### src/rtl/intersection_pkg.sv
// Shared state encoding, phase numbering, default timing and lamp decode
// for the four-way intersection controller.
package intersection_pkg;

    typedef enum logic [2:0] {
        ST_ALL_RED,
        ST_GREEN,
        ST_YELLOW,
        ST_PED,
        ST_BLINK
    } state_e;

    localparam logic [1:0] PH_TH  = 2'd0;
    localparam logic [1:0] PH_NN  = 2'd1;
    localparam logic [1:0] PH_NS  = 2'd2;
    localparam logic [1:0] PH_PED = 2'd3;

    localparam int unsigned DEF_TICKS_PER_MS = 10;
    localparam int unsigned DEF_T_MIN_GREEN  = 10000;
    localparam int unsigned DEF_T_MAX_GREEN  = 30000;
    localparam int unsigned DEF_T_YELLOW     = 3000;
    localparam int unsigned DEF_T_ALL_RED    = 1000;
    localparam int unsigned DEF_T_PED        = 8000;
    localparam int unsigned DEF_T_BLINK      = 500;

    typedef struct packed {
        logic th_g;
        logic th_y;
        logic th_r;
        logic nn_g;
        logic nn_y;
        logic nn_r;
        logic ns_g;
        logic ns_y;
        logic ns_r;
        logic gth_g;
        logic gth_r;
        logic gnn_g;
        logic gnn_r;
        logic ped_n_g;
        logic ped_n_r;
        logic ped_th_g;
        logic ped_th_r;
    } lamps_t;

    localparam lamps_t LAMPS_ALL_RED = '{
        th_r: 1'b1, nn_r: 1'b1, ns_r: 1'b1, gth_r: 1'b1, gnn_r: 1'b1,
        ped_n_r: 1'b1, ped_th_r: 1'b1, default: 1'b0
    };

    function automatic lamps_t lamp_decode(input state_e st, input logic [1:0] cur,
                                           input logic blink);
        lamps_t l;
        logic   grn;
        grn = (st == ST_GREEN);
        l   = LAMPS_ALL_RED;
        if (st == ST_BLINK) begin
            l      = '0;
            l.th_y = blink;
            l.nn_y = blink;
            l.ns_y = blink;
        end else if (st == ST_GREEN || st == ST_YELLOW) begin
            case (cur)
                PH_TH: begin
                    l.th_r  = 1'b0;
                    l.th_g  = grn;
                    l.th_y  = ~grn;
                    l.gth_g = grn;
                    l.gth_r = ~grn;
                end
                PH_NN: begin
                    l.nn_r  = 1'b0;
                    l.nn_g  = grn;
                    l.nn_y  = ~grn;
                    l.gnn_g = grn;
                    l.gnn_r = ~grn;
                end
                PH_NS: begin
                    l.ns_r = 1'b0;
                    l.ns_g = grn;
                    l.ns_y = ~grn;
                end
                default: ;
            endcase
        end else if (st == ST_PED) begin
            l.ped_n_g  = 1'b1;
            l.ped_n_r  = 1'b0;
            l.ped_th_g = 1'b1;
            l.ped_th_r = 1'b0;
        end
        return l;
    endfunction

endpackage

### src/rtl/phase_timer.sv
// Millisecond timebase: prescaler plus a saturating ms counter, both cleared
// by `clear`; ms_next exposes the value the counter takes on the coming edge.
module phase_timer #(
    parameter int unsigned TICKS_PER_MS = 10,
    parameter int unsigned MS_MAX       = 30000
) (
    input  logic        CLK,
    input  logic        reset,
    input  logic        clear,
    output logic        tick,
    output logic [31:0] ms,
    output logic [31:0] ms_next
);

    localparam int unsigned PRE_W = (TICKS_PER_MS > 1) ? $clog2(TICKS_PER_MS) : 1;
    localparam logic [PRE_W-1:0] PRE_LAST = PRE_W'(TICKS_PER_MS - 1);

    logic [PRE_W-1:0] pre_q, pre_d;
    logic [31:0]      ms_q, ms_d;

    assign tick = (pre_q == PRE_LAST);

    // NOTE: every variable gets a default before any branch, so no path can
    // leave it unassigned and infer a latch.
    always_comb begin
        pre_d = (pre_q == PRE_LAST) ? '0 : pre_q + 1'b1;
        ms_d  = ms_q;
        if (pre_q == PRE_LAST && ms_q < 32'(MS_MAX)) begin
            ms_d = ms_q + 32'd1;
        end
        if (clear) begin
            pre_d = '0;
            ms_d  = '0;
        end
    end

    // NOTE: non-blocking assignments, so every flop samples pre-edge values
    // regardless of statement order.
    always_ff @(posedge CLK) begin
        if (reset) begin
            pre_q <= '0;
            ms_q  <= '0;
        end else begin
            pre_q <= pre_d;
            ms_q  <= ms_d;
        end
    end

    assign ms      = ms_q;
    assign ms_next = ms_d;

endmodule

### src/rtl/intersection_sequencer.sv
// Four-way intersection phase controller: round-robin service of latched
// vehicle/pedestrian requests with min/max green, yellow, all-red and blink.
module intersection_sequencer
    import intersection_pkg::*;
#(
    parameter int unsigned TICKS_PER_MS = DEF_TICKS_PER_MS,
    parameter int unsigned T_MIN_GREEN  = DEF_T_MIN_GREEN,
    parameter int unsigned T_MAX_GREEN  = DEF_T_MAX_GREEN,
    parameter int unsigned T_YELLOW     = DEF_T_YELLOW,
    parameter int unsigned T_ALL_RED    = DEF_T_ALL_RED,
    parameter int unsigned T_PED        = DEF_T_PED,
    parameter int unsigned T_BLINK      = DEF_T_BLINK
) (
    input  logic CLK,
    input  logic reset,
    input  logic en,
    input  logic sens_th,
    input  logic sens_nn,
    input  logic sens_ns,
    input  logic btn_n,
    input  logic btn_th,
    output logic th_g,
    output logic th_y,
    output logic th_r,
    output logic nn_g,
    output logic nn_y,
    output logic nn_r,
    output logic ns_g,
    output logic ns_y,
    output logic ns_r,
    output logic gth_g,
    output logic gth_r,
    output logic gnn_g,
    output logic gnn_r,
    output logic ped_n_g,
    output logic ped_n_r,
    output logic ped_th_g,
    output logic ped_th_r
);

    state_e      state_q, state_d;
    logic [1:0]  cur_q, cur_d;
    logic [3:0]  req_q, req_d;
    logic [4:0]  sync1_q, sync1_d, sync2_q, sync2_d;
    lamps_t      lamps_q, lamps_d;

    logic [3:0]  req_set, req_clr, cur_oh;
    logic [1:0]  pick;
    logic        pend;
    logic        blink_wrap;
    logic        timer_clear;
    logic        tick;
    logic [31:0] ms_cnt, ms_next;

    phase_timer #(
        .TICKS_PER_MS(TICKS_PER_MS),
        .MS_MAX      (T_MAX_GREEN)
    ) u_timer (
        .CLK    (CLK),
        .reset  (reset),
        .clear  (timer_clear),
        .tick   (tick),
        .ms     (ms_cnt),
        .ms_next(ms_next)
    );

    always_comb begin
        sync1_d = {btn_th, btn_n, sens_ns, sens_nn, sens_th};
        sync2_d = sync1_q;
        req_set = {sync2_q[4] | sync2_q[3], sync2_q[2], sync2_q[1], sync2_q[0]};
        req_clr = '0;
        cur_oh  = 4'b0001 << cur_q;
        pend    = ((req_q & ~cur_oh) != 4'b0000) || (cur_q != PH_TH);

        // Walk cur+4 down to cur+1 so the nearest set request wins.
        pick = PH_TH;
        for (int k = 4; k >= 1; k--) begin
            if (req_q[cur_q + 2'(k)]) begin
                pick = cur_q + 2'(k);
            end
        end

        state_d = state_q;
        cur_d   = cur_q;
        if (!en) begin
            state_d = ST_BLINK;
        end else begin
            case (state_q)
                ST_ALL_RED: begin
                    if (ms_cnt >= 32'(T_ALL_RED)) begin
                        cur_d   = pick;
                        req_clr = 4'b0001 << pick;
                        state_d = (pick == PH_PED) ? ST_PED : ST_GREEN;
                    end
                end
                ST_GREEN: begin
                    if (pend && (ms_cnt >= 32'(T_MIN_GREEN) || ms_cnt >= 32'(T_MAX_GREEN))) begin
                        state_d = ST_YELLOW;
                    end
                end
                ST_YELLOW: if (ms_cnt >= 32'(T_YELLOW)) state_d = ST_ALL_RED;
                ST_PED:    if (ms_cnt >= 32'(T_PED))    state_d = ST_ALL_RED;
                default:   state_d = ST_ALL_RED;
            endcase
        end

        req_d = (req_q | req_set) & ~req_clr;

        // Blink restarts the timer each full period so the flash never stalls
        // against the counter's saturation point.
        blink_wrap  = (state_q == ST_BLINK) && (state_d == ST_BLINK) && tick
                      && (ms_cnt == 32'(2 * T_BLINK - 1));
        timer_clear = (state_d != state_q) || blink_wrap;
    end

    // ms_next stays below 2*T_BLINK in blink, so the compare is bit 0 of ms/T_BLINK.
    always_comb begin
        lamps_d = lamp_decode(state_d, cur_d, ms_next >= 32'(T_BLINK));
    end

    always_ff @(posedge CLK) begin
        if (reset) begin
            state_q <= ST_ALL_RED;
            cur_q   <= PH_PED;
            req_q   <= '0;
            sync1_q <= '0;
            sync2_q <= '0;
            lamps_q <= LAMPS_ALL_RED;
        end else begin
            state_q <= state_d;
            cur_q   <= cur_d;
            req_q   <= req_d;
            sync1_q <= sync1_d;
            sync2_q <= sync2_d;
            lamps_q <= lamps_d;
        end
    end

    assign th_g     = lamps_q.th_g;
    assign th_y     = lamps_q.th_y;
    assign th_r     = lamps_q.th_r;
    assign nn_g     = lamps_q.nn_g;
    assign nn_y     = lamps_q.nn_y;
    assign nn_r     = lamps_q.nn_r;
    assign ns_g     = lamps_q.ns_g;
    assign ns_y     = lamps_q.ns_y;
    assign ns_r     = lamps_q.ns_r;
    assign gth_g    = lamps_q.gth_g;
    assign gth_r    = lamps_q.gth_r;
    assign gnn_g    = lamps_q.gnn_g;
    assign gnn_r    = lamps_q.gnn_r;
    assign ped_n_g  = lamps_q.ped_n_g;
    assign ped_n_r  = lamps_q.ped_n_r;
    assign ped_th_g = lamps_q.ped_th_g;
    assign ped_th_r = lamps_q.ped_th_r;

endmodule
### config.mk
export PLATFORM = sky130hd
export DESIGN_NAME = intersection_sequencer
export DESIGN_NICKNAME = d
export VERILOG_FILES = /design/src/rtl/intersection_pkg.sv /design/src/rtl/phase_timer.sv /design/src/rtl/intersection_sequencer.sv
export SDC_FILE = /design/constraint.sdc
export NUM_CORES = 1
export LEC_CHECK = 0
export CORE_MARGIN = 3
export CORE_UTILIZATION = 35
export DETAILED_ROUTE_END_ITERATION = 10
export PLACE_DENSITY = 0.51
export SLEW_MARGIN = 20
export SYNTH_ARGS = -nofsm -noshare
export SYNTH_HDL_FRONTEND = slang
export SYNTH_SLANG_ARGS = --single-unit
### constraint.sdc
create_clock -name CLK -period 4.4 [get_ports CLK]
set_input_delay 0.66 -clock CLK [delete_from_list [all_inputs] [get_ports CLK]]
set_output_delay 0.66 -clock CLK [all_outputs]
set_load 0.01 [all_outputs]
======== After elaboration in Yosys (flattened, before gate mapping) ========
Cells that the tools add are included.
word-level totals
  latch bits .............................. 0
  input port bits ......................... 8
  logic and storage cells ................. 119
  register bits ........................... 70
  memories ................................ 0
  bits in writable memories ............... 0
  ROM bits ................................ 0
  output and inout bits ................... 17
operators by class
  muxes and demuxes ....................... 36
  bitwise gates (word level) .............. 11
  magnitude comparators ................... 11
  $mul .................................... 0
  divide/modulo/power cells ............... 0
  shifts and indexed selects .............. 2
  $add $sub $neg .......................... 5
  reduce and logical (&&, ||, !) cells .... 18
  equality and inequality tests ........... 14
operators by type and width
  cell                   count
  $mux 32                2
  $add 32x1->32 const B  1
  $eq 32x10->1 const B   1
  $ge 32x10->1 const B   1
  $ge 32x12->1 const B   1
  $ge 32x13->1 const B   1
  $ge 32x14->1 const B   1
  $ge 32x15->1 const B   1
  $ge 32x9->1 const B    1
  $lt 32x15->1 const B   1
  $mux 2                 11
  $mux 3                 7
  $mux 4                 5
  $mux 16                1
  $eq 3x2->1 const B     4
  $lt 2x3->1 const B     4
  $mux 12                1
  $pmux 3 s4             1
  $reduce_or 4->1        3
  $and 4x4->4            2
  $bmux 1 s2             4
  $not 4->4              2
  $shl 1x2->4 const A    2
  $eq 3x1->1 const B     2
  other kinds (19)       37

======== Longest topological paths before layout ========
Gate-level depths: netlist of run 1.
  word-level depth ........................ 19
  depth in mapped cells ................... 12

======== Hierarchy ========
A second synthesis of run 1 with hierarchy kept.
unflattened totals
  cells, all modules ...................... 404
  area total of the unflattened synthesis .. 3664.8 sq um
modules (own cells, without submodules)
  module                  area each (sq um)  instances  sequential area each (sq um)  cells an instance
  intersection_sequencer  1853.0             1          640.6                         208
  phase_timer             1811.7             1          720.7                         196

======== Worst setup path before layout of run 1 ========
OpenSTA, ideal clock, no wires.
  path kind ............................... register to register
  start ................................... register u_timer.ms_q[25], in the netlist u_timer.ms[25]
  end ..................................... register lamps_q, in the netlist nn_y
  required time ........................... 4.277 ns
  path slack .............................. 1.583 ns
  library setup time ...................... 0.123 ns
  stages on the path, launching flop included .. 9
  arrival ................................. 2.694 ns
  period minus slack after synthesis ...... 2.817 ns
  path buffers ............................ 0
  cells stage by stage .................... dfxtp_1 -> or4_4 -> or3_1 -> a211o_1 -> or4_1 -> mux2i_1 -> a2111oi_0 -> a311o_1 -> o21ai_0
on the way
  cells in the longest elaborated chain, start to end .. 14
ends and longest elaborated chain
  item                                          line                                                   text
  start: declaration                            phase_timer.sv:19                                      logic [31:0] ms_q, ms_d;
  start signal: assignment                      phase_timer.sv:45                                      ms_q <= ms_d;
  $ge 32x14->1 or $ge 32x15->1 (tied branches)  intersection_sequencer.sv:97                           if (pend && (ms_cnt >= 32'(T_MIN_GREEN) || ms_cnt >= 32'(T_MAX_GREEN))) begin
  $logic_or 1x1->1                              intersection_sequencer.sv:97
  $logic_and 1x1->1                             intersection_sequencer.sv:97
  $mux 3                                        intersection_sequencer.sv:97
  $pmux 3 s4                                    intersection_sequencer.sv:88                           case (state_q)
  $mux 3                                        intersection_sequencer.sv:85                           if (!en) begin
  $eq 3x3->1                                    intersection_pkg.sv:57, intersection_sequencer.sv:111
  $logic_and 1x1->1 (2 in series)               intersection_sequencer.sv:111                          blink_wrap = (state_q == ST_BLINK) && (state_d == ST_BLINK) && tick
  $logic_and 1x1->1                             intersection_sequencer.sv:112                          && (ms_cnt == 32'(2 * T_BLINK - 1));
  $logic_or 1x1->1                              intersection_sequencer.sv:113                          timer_clear = (state_d != state_q) || blink_wrap;
  $mux 32                                       phase_timer.sv:31                                      if (clear) begin
  $ge 32x9->1                                   intersection_sequencer.sv:118                          lamps_d = lamp_decode(state_d, cur_d, ms_next >= 32'(T_BLINK));
  $mux 16 (*)                                   intersection_pkg.sv:57                                 if (st == ST_BLINK) begin
  end signal: assignment                        intersection_sequencer.sv:135                          lamps_q <= lamps_d;
  end: declaration                              intersection_sequencer.sv:45                           lamps_t lamps_q, lamps_d;
Mark *: on every way between the ends. The rest lies on a longest branch, timed or not.
A chain may end at the register's enable or synchronous reset.

======== Worst setup path after layout of run 1 ========
  start ................................... register cur_q[0]
  end ..................................... register u_timer.pre_q[2]
on the way
  cells in the longest elaborated chain, start to end .. 17
ends and longest elaborated chain
  item                                                    line                                                        text
  start: declaration                                      intersection_sequencer.sv:42                                logic [1:0] cur_q, cur_d;
  start signal: assignment                                intersection_sequencer.sv:131                               cur_q <= cur_d;
  $add 2x2->2 or $bmux 1 s2 (tied branches)               intersection_sequencer.sv:78, intersection_sequencer.sv:79
  $bmux 1 s2 or $mux 1 (tied branches)                    intersection_sequencer.sv:78                                if (req_q[cur_q + 2'(k)]) begin
  $mux 1 (not written as such) or $mux 2 (tied branches)  intersection_sequencer.sv:78
  $mux 2 (3 in series)                                    intersection_sequencer.sv:78
  $eq 2x2->1                                              intersection_sequencer.sv:93                                state_d = (pick == PH_PED) ? ST_PED : ST_GREEN;
  $mux 2                                                  intersection_sequencer.sv:93
  $mux 3                                                  intersection_sequencer.sv:90                                if (ms_cnt >= 32'(T_ALL_RED)) begin
  $pmux 3 s4 (*)                                          intersection_sequencer.sv:88
  $mux 3 (*)                                              intersection_sequencer.sv:85
  $eq 3x3->1                                              intersection_sequencer.sv:111
  $logic_and 1x1->1 (2 in series)                         intersection_sequencer.sv:111
  $logic_and 1x1->1                                       intersection_sequencer.sv:112
  $logic_or 1x1->1 (*)                                    intersection_sequencer.sv:113
  $reduce_or 3->1 (no source line) (*)                    -
  end signal: assignment                                  phase_timer.sv:44                                           pre_q <= pre_d;
  end: declaration                                        phase_timer.sv:18                                           logic [PRE_W-1:0] pre_q, pre_d;
Mark *: on every way between the ends. The rest lies on a longest branch, timed or not. The select of a mux whose other input is x is not followed.

==> metrics.cfg, run 1 <==
[outcome]
status = complete, no violations

[clock_network]
cts.clk_slew.worst_paths_ns = 0.07
post_cts_resized = 0
root_buffer = clkbuf_8
clock_path_buffers = 2
cts_tree = yes
clk_latency_ns = 0.34
numCtsBuffers = 9
cts_hold_buf = 0
postCtsSetupRepairBufs = 0
h-tree-depth = 3
numClockSinks = 68

[power_and_ir_drop]
sw_frac_of_total_pct = 23.0
seq_power_share_pct = 52.5
p_comb_share_pct = 5.3
power_density_nw_per_um2 = 322
switching_power_uw = 278
power.internal_uw = 930
power_frac_clock_pct = 42.3
p_leak_nw = 1.32
peakVddDrop_v = 0.000138
p_total_mw = 1.21

[finish]
antenna_cells = 0
fin_util_pct = 42.0
fin_cells = 504
final_nets = 407
drive_gt1_share_pct = 8.08
synthToLayoutAreaGrowth_pct = 14.3
final_cell_area_um2 = 3750

[critical_path]
required_ns = 4.65
worst_r2r_startpoint = cur_q[0]$_SDFF_PP1_
crit_fanout = 18
worstSetupEndpointType = register
worstPathArrival_ns = 3.71
worstSetupStartpointType = register
r2r_cells = 10
crit_start = cur_q[0]$_SDFF_PP1_
reg2reg_slack_ns = 0.94
crit_type = register to register
r2r-end = u_timer.pre_q[2]$_SDFF_PP0_

[placement]
gp_congestion = 0.867
hpwl_um = 5030
port-buffer-count = 24
dp_slack_ns = 0.942
placedCellCount = 488
postPlaceCellArea_um2 = 3550

[detailed_routing]
viasPerCell = 5.32
ant_nets = 0
wl_um = 6930
drtIter0Drc = 179
drc_errors = 0
drt_first_pass_iters = 4
vias = 2681
wire_per_inst_um = 13.7

[synth]
synthArstFlopShare_pct = 0
synth_nets = 395
synth_seq_area_share_pct = 41.4
syn_inst = 379
synth_cell_type_count = 66
ys_ff_latch = 68
yosys_most_used_dff = dfxtp_1
synth-edff-count = 0
synthesis.area_um2 = 3280
syn_area_per_cell_um2 = 8.67
yosys_warnings = 0

[timing]
hold-worst-slack_ns = 0.436
worst-slew-pin-transition_ns = 0.768
period_needed_ns = 3.46
tns_ns = 0
rsz0062_at_grt = no
slew_viol_final = 0
setup_viol = 0
finalHoldViolCount = 0
setup_ws_ns = 0.940
relSlewSlack_pct = 48.6
min_period_over_period_pct = 78.6
fmax_mhz = 289
fin_skew_ns = 0.00688

[grt]
grt_usage_pct = 14.5
grt_pass1_wl_um = 12000
grt_pass1_vias = 2457
grt_max_degree = 22
antenna_found_initial = 0
grt.overflow.total = 0

[min_path]
worstHoldStart = sync1_q[0]$_SDFF_PP0_
min_path_type = register to register
min_path_cells = 1
hold_end = sync2_q[0]$_SDFF_PP0_

[floorplanning]
dieArea_um2 = 10600
rows = 34
coreArea_um2 = 8930
die_w_um = 103
top_level_ports = 25
die_h_um = 103
initial_utilization_pct = 36.8

[flow_run]
max_cap_viol_count = 0

cell families (layout without fill, tap and decap cells):
group                      after synthesis  in the layout  synth area share, %
and+or+nand+nor                        177            177                 29.1
buffers and inverters                   39             56                 5.30
DFF                                     68             68                 41.4
xor gates and xnor gates                16             16                 4.27
adders and majority gates                8              8                 3.05
muxes                                    5              5                 1.56
AOI/OAI and AO/OA                       66             66                 15.3
layer usage:
| metal | up-vias | global-route usage, % | routed length, µm |
|---|---|---|---|
| met5 | - | 0 | 0 |
| met4 | 0 | 6.97 | 115 |
| met3 | 10 | 3.25 | 350 |
| met2 | 60 | 20.6 | 2960 |
| met1 | 1244 | 20.7 | 3510 |
| li1 | 1367 | - | - |
area by class of cell:
cell class,count,area (µm²)
clock buffer,10,138
fill,906,5180
timing repair buffer,26,255
multi-input combinational,272,1750
tap,108,135
sequential,68,1360
inverter,14,52.6
clock inverter,6,63.8
flip-flops by register name, summed over array words and instances, names as in the netlist, 2 cells and up:
name	count
cur_q	2
req_q	4
state_q	3
sync1_q	5
sync2_q	5
u_timer.ms	32
u_timer.pre_q	4
how the worst max path moves through the flow:
stage                             endpoint  slack (ns)
2_1_floorplan              nn_y$_SDFF_PP0_        1.58
3_3_place_gp               nn_y$_SDFF_PP0_        1.04
3_5_place_dp   u_timer.pre_q[2]$_SDFF_PP0_        0.94
4_1_cts        u_timer.pre_q[2]$_SDFF_PP0_        0.91
5_1_grt        u_timer.pre_q[0]$_SDFF_PP0_        0.39
6_report       u_timer.pre_q[2]$_SDFF_PP0_        0.94
cell usage after synthesis (8+ instances only):
library cell / number / share of area, %
nand3_1: 12 / 1.8
a21oi_1: 9 / 1.4
or3_1: 8 / 1.5
xnor2_1: 12 / 3.2
nor3_1: 15 / 2.3
nor4_1: 10 / 1.9
nor2_1: 46 / 5.3
o21ai_0: 9 / 1.4
nand2_1: 22 / 2.5
clkbuf_1: 16 / 1.8
inv_1: 14 / 1.6
dfxtp_1: 68 / 41
nor2b_1: 13 / 2.5
and2_1: 17 / 3.2
ha_1: 8 / 3.0
placed cells by master (no fill, tap or decap), types with 6 or more instances in the layout:
cell type        instances
ha_1                     8
dfxtp_1                 68
xnor2_1                 12
nand2_1                 22
clkbuf_8                10
nor3_1                  15
clkdlybuf4s50_1         24
nor2_1                  46
nand2b_1                 6
nand4_1                  6
nor4_1                  10
o21ai_0                  9
a21oi_1                  9
and2_1                  17
nor2b_1                 13
nand3_1                 12
inv_1                   14
or3_1                    8
worst max-delay path, stage by stage (launching register included):
cell,delay (ns)
dfxtp_1,0.60
inv_1,0.21
ha_1,0.39
nor2b_1,0.14
o21ai_0,0.15
a21oi_1,0.10
o32a_1,0.28
a31oi_2,0.34
or3_1,0.18
nand4_1,0.61
nor3_1,0.36
power groups by stage:
stage | Sequential, mW | Clock [mW] | Combinational [mW]
CTS | 0.634 | 0.530 | 0.0637
finish | 0.634 | 0.511 | 0.0635
global placement | 0.648 | 0 | 0.0643
floorplan | 0.647 | 0 | 0.0404
global route | 0.635 | 0.554 | 0.0717
detailed placement | 0.648 | 0 | 0.0632
(Power assumes the default switching activity.)
==> run 2, diff against run 1 <==
--- a/config.mk
+++ b/config.mk
@@ -8,7 +8,7 @@
 export CORE_MARGIN = 3
 export CORE_UTILIZATION = 35
 export DETAILED_ROUTE_END_ITERATION = 10
-export PLACE_DENSITY = 0.51
+export PLACE_DENSITY = 0.53
 export SLEW_MARGIN = 20
 export SYNTH_ARGS = -nofsm -noshare
 export SYNTH_HDL_FRONTEND = slang
==> constraint.sdc (replaced) <==
create_clock -name CLK -period 3.1 [get_ports CLK]
set_input_delay 0.465 -clock CLK [delete_from_list [all_inputs] [get_ports CLK]]
set_output_delay 0.465 -clock CLK [all_outputs]
set_load 0.01 [all_outputs]
==> run 2 against run 1 <==
Net effect: worst hold slack better by 0.011 ns; die area unchanged; clock-buffer cell count down 1; final cell count up 3.0%; critical endpoint is now th_y$_SDFF_PP0_; via count up 3.4%; critical path type unchanged; utilization up 1.5 points; clock skew about the same; critical path depth down 1.
==> metrics.cfg, run 2 (synthesized netlist as in run 1, its figures left out) <==
[outcome]
status = complete, no violations

[detailed_routing]
viasPerCell = 5.34
vias = 2773
wl_um = 7500
drtIter0Drc = 122
drc_errors = 0
ant_nets = 0
drt_first_pass_iters = 4
wire_per_inst_um = 14.5

[clock_network]
numClockSinks = 68
clk_latency_ns = 0.34
clock_path_buffers = 2
cts.clk_slew.worst_paths_ns = 0.08
cts_tree = yes
h-tree-depth = 3
numCtsBuffers = 9
root_buffer = clkbuf_8

[critical_path]
crit_type = register to register
worst_r2r_startpoint = u_timer.ms[25]$_SDFF_PP0_
critPathMaxStageDelay_ns = 0.54
r2r-end = th_y$_SDFF_PP0_
worstSetupStartpointType = register
path_cells = or4_4, or3_1, a211o_1, buf_4, or3_4, nor4_4, xnor2_1, a311o_1, o31ai_1
crit_fanout = 10
reg2reg_slack_ns = 0.20
slowest_stage = or4_4
r2r_cells = 9
worstPathArrival_ns = 3.16
required_ns = 3.36
worstSetupEndpointType = register

[timing]
setup_ws_ns = 0.204
slew_viol_final = 0
worst-slew-pin-transition_ns = 0.590
setup_viol = 0
finalHoldViolCount = 0
period_needed_ns = 2.90
tns_ns = 0
fmax_mhz = 345
min_period_over_period_pct = 93.4
relSlewSlack_pct = 60.6
rsz0062_at_grt = no
hold-worst-slack_ns = 0.447
fin_skew_ns = 0.00730

[grt]
antenna_found_initial = 0
grt.overflow.total = 0
grt_max_degree = 19
grt_pass1_wl_um = 12500
grt_pass1_vias = 2559
grt_usage_pct = 15.2

[floorplanning]
initial_utilization_pct = 36.8
rows = 34
top_level_ports = 25
dieArea_um2 = 10600
die_h_um = 103
coreArea_um2 = 8930
die_w_um = 103

[finish]
final_nets = 422
final_cell_area_um2 = 3890
synthToLayoutAreaGrowth_pct = 18.5
fin_cells = 519
largest_reg_flops = 32
drive_gt1_share_pct = 11.9
antenna_cells = 0
final_common_cell = dfxtp_1
layout_common_cells = dfxtp_1 (68), nor2_1 (46), clkdlybuf4s50_1 (24)
fin_util_pct = 43.6

[placement]
port-buffer-count = 24
gp_congestion = 0.827
placedCellCount = 503
postPlaceCellArea_um2 = 3680
hpwl_um = 5430
dp_slack_ns = 0.0889

[power_and_ir_drop]
peakVddDrop_v = 0.000232
p_total_mw = 1.76
p_leak_nw = 1.40
power_density_nw_per_um2 = 453

[min_path]
hold_end = sync2_q[0]$_SDFF_PP0_
worstHoldStart = sync1_q[0]$_SDFF_PP0_
min_path_cells = 1
min_path_type = register to register

[flow_run]
max_cap_viol_count = 0

run 2: cell count changes in the layout (fill, tap and decap cells not counted), sizes merged:
cell / change
buf: +15
clkbuf: -1
clkinv: -3
inv: +4
run 2: critical path: cells and delay by family (launching register included):
| kind | cells | cell delay [ns] |
|---|---|---|
| AOI/OAI and AO/OA | 3 | 0.72 |
| and+or+nand+nor | 4 | 1.46 |
| buffers and inverters | 1 | 0.18 |
| DFF | 1 | 0.32 |
| xor gates and xnor gates | 1 | 0.13 |
run 2: power by group:
part | internal, mW | leakage, nW | switching (mW) | total (mW)
logic | 0.0467 | 0.744 | 0.0535 | 0.100
clock network | 0.385 | 0.0988 | 0.379 | 0.764
registers | 0.888 | 0.553 | 0.0110 | 0.899
total | 1.32 | 1.40 | 0.443 | 1.76
run 2: layer usage:
layer	vias to the layer above	GRT usage, %	routed length, µm
met1	1305	21.9	3830
met2	66	22.5	3280
li1	1397	-	-
met3	5	3.92	327
met5	-	0	0
met4	0	3.88	68
run 2: layout make-up:
| type | count | area [µm²] |
|---|---|---|
| fill | 930 | 5040 |
| inverter | 14 | 52.6 |
| clock buffer | 9 | 124 |
| multi-input combinational | 272 | 1760 |
| clock inverter | 7 | 82.6 |
| timing repair buffer | 41 | 380 |
| sequential | 68 | 1360 |
| tap | 108 | 135 |
run 2: worst max path at each step:
stage / startpoint / to / slack (ns) / cells past startpoint
final: u_timer.ms[25]$_SDFF_PP0_ / th_y$_SDFF_PP0_ / 0.20 / 9
after global placement: u_timer.ms[25]$_SDFF_PP0_ / ns_y$_SDFF_PP0_ / 0.12 / 8
after global routing: u_timer.ms[25]$_SDFF_PP0_ / ns_y$_SDFF_PP0_ / 0.07 / 8
after detailed placement: u_timer.ms[25]$_SDFF_PP0_ / nn_y$_SDFF_PP0_ / 0.09 / 8
after floorplan: u_timer.ms[25]$_SDFF_PP0_ / nn_y$_SDFF_PP0_ / 0.28 / 8
after CTS: u_timer.ms[25]$_SDFF_PP0_ / nn_y$_SDFF_PP0_ / 0.08 / 8
run 2: timing repair:
item | in CTS | in global routing
buffers inserted | 0 | 0
resized for setup | 0 | 3
setup endpoints to repair | 0 | 7
hold buffers | 0 | 0
==> run 3, diff against run 2 <==
--- a/config.mk
+++ b/config.mk
@@ -5,6 +5,7 @@
 export SDC_FILE = /design/constraint.sdc
 export NUM_CORES = 1
 export LEC_CHECK = 0
+export CAP_MARGIN = 10
 export CORE_MARGIN = 3
 export CORE_UTILIZATION = 35
 export DETAILED_ROUTE_END_ITERATION = 10
==> results of run 3 <==
Same layout as run 2: the final DEF is identical, and so are final timing and power.
==> RTL edit (settings of run 3) <==
Take the reset off `ms_q` and load it in a clocked block of its own.
--- a/src/rtl/phase_timer.sv
+++ b/src/rtl/phase_timer.sv
@@ -41,7 +41,9 @@
             pre_q <= '0;
-            ms_q  <= '0;
         end else begin
             pre_q <= pre_d;
-            ms_q  <= ms_d;
         end
+    end
+
+    always_ff @(posedge CLK) begin
+        ms_q <= ms_d;
     end
Behaviour: same outputs for any inputs over 10 cycles, from zero or initial values and one cycle with reset high; that may be too few to reach the edited logic, so the function may still have changed.
==> RTL edit against run 3 <==
  * Area after synthesis grew 3.8%
  * Total power shrank 2.6%
  * Non-clock buffer count shrank 7
  * Sequential share of layout area shrank 0.40 points
  * Sequential cell count is the same
  * Routed wire length shrank 7.9%
  * Worst setup slack gained 0.22 ns
  * Cell area grew 1.2%
  * Utilization shrank 1.6 points
  * Global-route usage shrank 1.9 points
  * Critical path depth is the same
  * Fmax grew 8.2%
  * First-iteration DRC count grew 40%
  * Critical endpoint is now u_timer.pre_q[3]$_SDFF_PP0_
  * Largest cell class unchanged
  * Largest power group unchanged
==> RTL edit: results (changes against run 3) <==
| Metric | Value |
|---|---|
| Area contributors post-synth | `sky130_fd_sc_hd__dfxtp_1, sky130_fd_sc_hd__and2_1, sky130_fd_sc_hd__nand2_1` |
| Result of the run | `finished clean` |
| Largest clock skew in the final design | `0.0124 ns (+0.00510 ns)` |
| Via count | `2560 (-7.7%)` |
| Post-CTS Setup Repair Bufs | `0 (unchanged)` |
| P_int | `0.00131 W (-1.1%)` |
| Final GP Congestion | `0.819 (-1.0%)` |
| Flip-flop count of the largest register, all copies and words added | `32 (unchanged)` |
| Number of placed instances, taps included | `500 (-0.60%)` |
| Detailed-placement wirelength estimate | `5010 um (-7.8%)` |
| Ranking of synthesized cells by instance count | `sky130_fd_sc_hd__dfxtp_1, sky130_fd_sc_hd__nand2_1, sky130_fd_sc_hd__and2_1` |
| Final design utilization | `42.0% (-1.6 points)` |
| Synthesized Nets | `377 (-4.6%)` |
| TritonCTS clock tree | `yes` |
| PortBufs | `24 (unchanged)` |
| Layout Cells excl Fill | `516 (-0.58%)` |
| Max-cap violations | `0 (unchanged)` |
| Arrival time worst endpoint | `2.94 ns (-0.22 ns)` |
| Largest fanout on the critical path | `16 (+6)` |
| Fraction of layout cells with a size suffix above 1 | `16.0% (+4.1 points)` |
| Maximum level of the CTS H-tree | `3 (unchanged)` |
| Total Nets Final | `398 (-5.7%)` |
| Worst IR drop on VDD | `283 uV (+22%)` |
| Pre-antenna DRT Iters | `4 (unchanged)` |
| Sequential element share of the synthesized area | `39.9% (-1.5 points)` |
| Synthesized netlist cell count | `361 (-4.7%)` |
| Max Buffers Root-to-Sink | `2 (unchanged)` |
| Max_slew headroom | `60.4% (-0.17 points)` |
| Post-detailed-placement cell area | `3740 um2 (+1.6%)` |
| Clock latency reported for the late side of the worst-skew pair | `0.34 ns (about the same)` |
| Global-route wire length before repair | `11900 um (-5.5%)` |
| TritonCTS buffer count | `9 (unchanged)` |
| Count of different cell masters after synthesis | `73 (+11%)` |
| Vias in the first global route | `2439 (-4.7%)` |
| Initial antenna violation count | `0 (unchanged)` |
| DRC marker count from the first detailed-route iteration | `171 (+40%)` |
| Number of filler cells placed in the layout | `959 (+3.1%)` |
| Hold_buf cts | `0 (unchanged)` |
| Cell at the root of the clock tree | `sky130_fd_sc_hd__clkbuf_8` |
| Count of cells resized by post-cts repair | `0 (unchanged)` |
| Total of warnings raised by yosys | `0 (unchanged)` |
| Worst hold path class | `flop to flop` |
| Largest net degree at the start of global routing | `26 (+7)` |
| GRT Resource Usage Total | `13.3% (-1.9 points)` |
| WL/cell | `13.4 um (-7.3%)` |
| Leakage power | `1.42 nW (+1.7%)` |
| DR DRC count | `0 (unchanged)` |
| ANT cells | `0 (unchanged)` |
[RTL edit: cell type report]
type,count,area (um2),share of cell area [%]
Multi-Input combinational cell,259,1860,47.3
Sequential cell,68,1360,34.6
Timing Repair Buffer,34,315,8.01
Tap cell,129,161,4.10
Clock buffer,9,124,3.15
Clock inverter,7,75.1,1.91
Inverter,10,37.5,0.953
[RTL edit: per-stage QoR]
step | power [W] | hold WS [ns] | worst slack, ns
2_1_floorplan | 0.000980 | 0.414 | 0.428
3_3_place_gp | 0.00102 | 0.417 | 0.485
3_5_place_dp | 0.00102 | 0.423 | 0.438
4_1_cts | 0.00174 | 0.443 | 0.422
5_1_grt | 0.00179 | 0.458 | 0.292
6_report | 0.00172 | 0.441 | 0.424
[RTL edit: path summary, 6_finish.rpt]
check	from	end	slack, ns	cells after the start
setup / recovery	cur_q[0]$_SDFF_PP1_	u_timer.pre_q[3]$_SDFF_PP0_	0.42	9
hold reg to reg	sync1_q[3]$_SDFF_PP0_	sync2_q[3]$_SDFF_PP0_	0.44	1
hold / removal	sync1_q[3]$_SDFF_PP0_	sync2_q[3]$_SDFF_PP0_	0.44	1
setup reg to reg	cur_q[0]$_SDFF_PP1_	u_timer.pre_q[3]$_SDFF_PP0_	0.42	9
[RTL edit: worst max-delay path: stages (launching register included)]
cell and delay (ns):
sky130_fd_sc_hd__dfxtp_1 0.34, sky130_fd_sc_hd__inv_1 0.09, sky130_fd_sc_hd__ha_1 0.35, sky130_fd_sc_hd__o21ba_2 0.18, sky130_fd_sc_hd__o21ai_2 0.12, sky130_fd_sc_hd__o22ai_2 0.09
sky130_fd_sc_hd__a2111o_1 0.41, sky130_fd_sc_hd__and2_1 0.26, sky130_fd_sc_hd__a211o_4 0.53, sky130_fd_sc_hd__nor3_1 0.21
[RTL edit: power by group through the flow]
stage               sequential [W]  clock [W]  combinational (W)
floorplan                 0.000918          0          0.0000624
global placement          0.000921          0          0.0000967
detailed placement        0.000921          0          0.0000965
CTS                       0.000901   0.000747          0.0000970
global route              0.000904   0.000777           0.000105
finish                    0.000901   0.000721          0.0000962
[RTL edit: per-layer routing]
metal  up-vias  global-route usage, %  part of all wire [%]  routed length [um]
met5         -                      0                     0                   0
met4         0                   6.00                   1.6                 110
met3        11                   2.78                   4.4                 302
met2        63                   19.8                    43                2980
met1      1177                   18.3                    51                3520
li1       1309                      -                     -                   -
[RTL edit: logic make-up (layout without fill, tap and decap cells)]
| kind of cell | Yosys count | in the layout | synth area share (%) |
|---|---|---|---|
| buf+inv | 34 | 60 | 5.40 |
| mux | 4 | 4 | 1.28 |
| xor+xnor | 16 | 16 | 4.11 |
| flops | 68 | 68 | 39.9 |
| simple gates | 169 | 169 | 30.4 |
| compound gates | 62 | 62 | 16.0 |
| fa+ha+maj | 8 | 8 | 2.94 |
